**src/rtl/vga_timing.sv**
```systemverilog
// rtl/vga_timing.sv - VGA raster counters, sync generation and two-stage video output pipeline
module vga_timing #(
    parameter int H_VISIBLE = 640,
    parameter int H_FRONT   = 16,
    parameter int H_SYNC    = 96,
    parameter int H_BACK    = 48,
    parameter int V_VISIBLE = 480,
    parameter int V_FRONT   = 10,
    parameter int V_SYNC    = 2,
    parameter int V_BACK    = 33
) (
    input  logic       clck,
    input  logic       rst,
    input  logic       pixel,
    output logic [9:0] vgax,
    output logic [8:0] vgay,
    output logic       update,
    output logic       hsync,
    output logic       vsync,
    output logic       video
);

    localparam int H_TOTAL = H_VISIBLE + H_FRONT + H_SYNC + H_BACK;
    localparam int V_TOTAL = V_VISIBLE + V_FRONT + V_SYNC + V_BACK;

    localparam logic [9:0] H_MAX      = 10'(H_TOTAL - 1);
    localparam logic [9:0] V_MAX      = 10'(V_TOTAL - 1);
    localparam logic [9:0] H_VIS      = 10'(H_VISIBLE);
    localparam logic [9:0] V_VIS      = 10'(V_VISIBLE);
    localparam logic [9:0] V_VIS_LAST = 10'(V_VISIBLE - 1);
    localparam logic [9:0] HS_FIRST   = 10'(H_VISIBLE + H_FRONT);
    localparam logic [9:0] HS_LAST    = 10'(H_VISIBLE + H_FRONT + H_SYNC - 1);
    localparam logic [9:0] VS_FIRST   = 10'(V_VISIBLE + V_FRONT);
    localparam logic [9:0] VS_LAST    = 10'(V_VISIBLE + V_FRONT + V_SYNC - 1);

    logic [9:0] hcnt;
    logic [9:0] vcnt;
    logic       active;
    logic       hs_n;
    logic       vs_n;
    logic       active_d1;
    logic       hs_n_d1;
    logic       vs_n_d1;

    assign vgax = hcnt;
    assign vgay = vcnt[8:0];

    // Stage-0 decode straight off the counters.
    always_comb begin
        active = (hcnt < H_VIS) && (vcnt < V_VIS);
        hs_n   = !((hcnt >= HS_FIRST) && (hcnt <= HS_LAST));
        vs_n   = !((vcnt >= VS_FIRST) && (vcnt <= VS_LAST));
    end

    always_ff @(posedge clck or posedge rst) begin
        if (rst) begin
            hcnt      <= '0;
            vcnt      <= '0;
            active_d1 <= 1'b0;
            hs_n_d1   <= 1'b1;
            vs_n_d1   <= 1'b1;
            video     <= 1'b0;
            hsync     <= 1'b1;
            vsync     <= 1'b1;
            update    <= 1'b0;
        end else begin
            if (hcnt == H_MAX) begin
                hcnt <= '0;
                vcnt <= (vcnt == V_MAX) ? 10'd0 : vcnt + 10'd1;
            end else begin
                hcnt <= hcnt + 10'd1;
            end
            active_d1 <= active;
            hs_n_d1   <= hs_n;
            vs_n_d1   <= vs_n;
            video     <= pixel & active_d1;
            hsync     <= hs_n_d1;
            vsync     <= vs_n_d1;
            // Look one position ahead so the strobe coincides with counters at (0, V_VISIBLE).
            update    <= (hcnt == H_MAX) && (vcnt == V_VIS_LAST);
        end
    end

endmodule

```
**config.mk**
```make
export PLATFORM = sky130hd
export DESIGN_NAME = vga_timing
export DESIGN_NICKNAME = d
export VERILOG_FILES = /design/src/rtl/vga_timing.sv
export SDC_FILE = /design/constraint.sdc
export NUM_CORES = 1
export LEC_CHECK = 0
export ABC_AREA = 0
export BUFFER_PORTS_ARGS = -buffer_cell sky130_fd_sc_hd__buf_2
export CORE_MARGIN = 2
export CORE_UTILIZATION = 40
export CTS_CLUSTER_SIZE = 14
export DETAILED_ROUTE_END_ITERATION = 7
export MAX_ROUTING_LAYER = met4
export PLACE_DENSITY_LB_ADDON = 0.15
export SLEW_MARGIN = 20
export SYNTH_ARGS = -nofsm -noshare
export SYNTH_HDL_FRONTEND = slang
export SYNTH_SLANG_ARGS = --single-unit
```
**constraint.sdc**
```tcl
create_clock -name clck -period 2.3 [get_ports clck]
set_input_delay 0 -clock clck [delete_from_list [all_inputs] [get_ports clck]]
set_output_delay 0 -clock clck [all_outputs]
set_load 0.02 [all_outputs]
```
==> qor.yml <==
global_routing:
  grtUsageTotal_pct: 15.1
  grt_pass1_vias: 994
  grt_pass1_wl_um: 4690
  grt_overflow_total: 0
  antenna_found_initial: 0
  grt_max_degree: 16
clocking:
  cts_made_buffers: 3
  post_cts_buffers: 0
  clk_pin_slew_ns: 0.14
  clock_sinks: 27
  cts_resized: 0
  postCtsHoldBufs: 2
  clock_latency_ns: 0.31
  cts_tree: "yes"
  h-tree-depth: 1
  cts_buffer_depth: 2
  ctsRootBufferMaster: "clkbuf_4"
worst_setup_path:
  r2r_setup_slack_ns: 0.21
  arrival_ns: 2.33
  cpPeakStageDelay_ns: 0.57
  startpoint_type: "flip-flop"
  cp_max_fo: 8
  end_kind: "flip-flop"
  criticalPathCategory: "reg2reg"
  path_cells: "or4b_4 > or4_4 > or3_1 > a22oi_1"
  r2r-end: "vcnt[9]$_DFFE_PP0N_"
  rr_worst_depth: 4
  cp_slowest_cell: "or4b_4"
  worstReg2RegStart: "vgax[5]$_DFF_PP0_"
  cp-endpoint: "vcnt[9]$_DFFE_PP0N_"
  cp.required_ns: 2.54
  setup.worst_path.start: "vgax[5]$_DFF_PP0_"
floorplanning:
  ios: 26
  rows: 21
  dieArea_um2: 3860
  die_w_um: 62.1
  die_height_um: 62.1
  initial_utilization_pct: 41.1
  coreArea_um2: 3280
timing:
  skew_ns: 0.00123
  fin_hold_ws_ns: 0.227
  max_slew_margin_pct: 67.9
  slew_violations: 0
  finalHoldViolCount: 0
  final.setup.tns_ns: 0
  finalCritPeriodShare_pct: 90.7
  fin_crit_ns: 2.09
  fmax_mhz: 479
  tightest_slew_ns: 0.481
  rsz0062_at_grt: "no"
  setup_viol: 0
outcome:
  status: "complete, no violations"
yosys:
  synth_fa_ha_area_share_pct: 3.70
  synth_warnings: 0
  ys_seq_elements: 27
  async_reset_ff_share_pct: 100
  yosys.area_share.simple_pct: 24.0
  syn-cell-area_um2: 1350
  syn_area_per_cell_um2: 10.2
  synth_cells: 132
  seq_area_frac_synth_pct: 50.4
  synth_top_family_by_area: "simple AND/OR/NAND/NOR gates"
  synth_edf_count: 0
  synth_flop_cell: "dfrtp_1"
  synth_compound_area_share_pct: 7.13
  ys_types: 34
  muxShareOfSynthArea_pct: 0
  postSynthNetCount: 139
  synthXorXnorAreaFrac_pct: 6.48
routing:
  drt-total-wl_um: 2550
  vias_per_cell: 5.11
  drtIter0Drc: 20
  drc: 0
  wl_per_cell_um: 12.9
  vias: 1011
  drtAntennaViolNets: 0
  drtPass1Iterations: 4
final_layout:
  layout.nets: 160
  n_antenna_cell: 0
  utilization_pct: 45.8
  syn_to_final_growth_pct: 11.4
  drive_gt1_share_pct: 23.7
place:
  hpwlAfterDp_um: 1890
  portBuffers: 25
  gp_congestion: 0.834
power_and_ir_drop:
  peakVddDrop_uv: 183
  pwr-share-seq_pct: 68.6
  netSwitchingPower_mw: 0.144
  total_leakage_power_nw: 0.699
  internal_power_mw: 0.549
  p_comb_share_pct: 2.5
  p_per_area_nw_per_um2: 461
  clkPwrFrac_pct: 28.9
  sw_frac_of_total_pct: 20.8
worst_hold_path:
  hold_path_class: "in2async"
run:
  cap_violations: 0
[power groups by stage]
stage	logic, mW	clock network (mW)	registers, mW
final	0.0174	0.200	0.476
after global routing	0.0201	0.241	0.477
after CTS	0.0184	0.217	0.476
after detailed placement	0.0157	0	0.485
after global placement	0.0150	0	0.485
after floorplan	0.00757	0	0.486
[cell families (layout without fill, tap and decap cells)]
family / after synthesis / count (layout)
AO/OA/AOI/OAI: 15 / 15
buffers and inverters: 19 / 39
adder cells (fa/ha/maj): 4 / 4
flip-flops: 27 / 27
AND/OR/NAND/NOR: 57 / 57
XOR/XNOR: 10 / 10
[registers in the layout, summed over array words and instances, names as in the netlist]
signal,flops
vgax,10
hsync,1
vsync,1
active_d1,1
hs_n_d1,1
vs_n_d1,1
vcnt,10
video,1
update,1
[area by class of cell]
type / instances / area [um^2]
Tap cell: 46 / 57.6
Inverter: 6 / 22.5
Clock buffer: 4 / 26.3
Timing Repair Buffer: 29 / 160
Multi-Input combinational cell: 86 / 558
Sequential cell: 27 / 681
Fill cell: 335 / 1780
[metrics by stage]
| step | setup slack, ns | std cells | power, mW | instance area, um^2 |
|---|---|---|---|---|
| 2_1_floorplan | 0.141 | 132 | 0.494 | 1350 |
| 3_3_place_gp | 0.263 | 192 | 0.500 | 1460 |
| 3_5_place_dp | 0.217 | 192 | 0.500 | 1460 |
| 4_1_cts | 0.206 | 198 | 0.711 | 1510 |
| 5_1_grt | 0.144 | 198 | 0.738 | 1510 |
| 6_report | 0.214 | 198 | 0.694 | 1510 |
[worst max-delay path: cells and delay by family, from the launching register on]
family / cells / cell delay (ns)
AOI/OAI and AO/OA: 1 / 0.15
and+or+nand+nor: 3 / 1.40
DFF: 1 / 0.48
[cell usage in the layout, fill, tap and decap left out, types with 2 or more instances in the layout]
cell type      Yosys  routed
and2_1             4       4
and3_1             5       5
buf_2              0      25
buf_4              9       2
clkbuf_4           0       3
dfrtp_1           23      23
dfstp_2            4       4
dlygate4sd3_1      0       2
ha_1               4       4
inv_1              6       6
nand2_1            6       6
nand3_1           11      11
nand4_1            7       7
nor2_1             8       8
nor3_1             6       6
o21ai_0            6       6
o31ai_1            2       2
or3_1              2       2
xnor2_1            7       7
xor2_1             3       3
[routing by layer]
metal	track usage [%]	wire (um)
met2	22.7	1190
met1	21.3	1230
met5	-	0
met3	3.08	101
met4	3.33	19
[how the worst min path moves through the flow]
stage | start | end | cells after the start
floorplan | rst | active_d1$_DFF_PP0_ | 1
CTS | rst | vgax[9]$_DFF_PP0_ | 3
finish | rst | vgax[8]$_DFF_PP0_ | 3
global placement | rst | vgax[9]$_DFF_PP0_ | 2
detailed placement | rst | vgax[9]$_DFF_PP0_ | 2
global route | rst | vgax[9]$_DFF_PP0_ | 3
[cells in the mapped netlist (all sizes together), types with 4 or more instances]
master   n  share of area, %
dfrtp   23                43
nand3   11               4.1
buf     10               5.8
nor2     8               2.2
nand4    7               3.2
o21ai    7               2.6
xnor2    7               4.5
inv      6               1.7
nand2    6               1.7
nor3     6               2.2
and3     5               2.3
and2     4               1.9
dfstp    4               7.8
ha       4               3.7
Power figures use the tool's default switching activity.
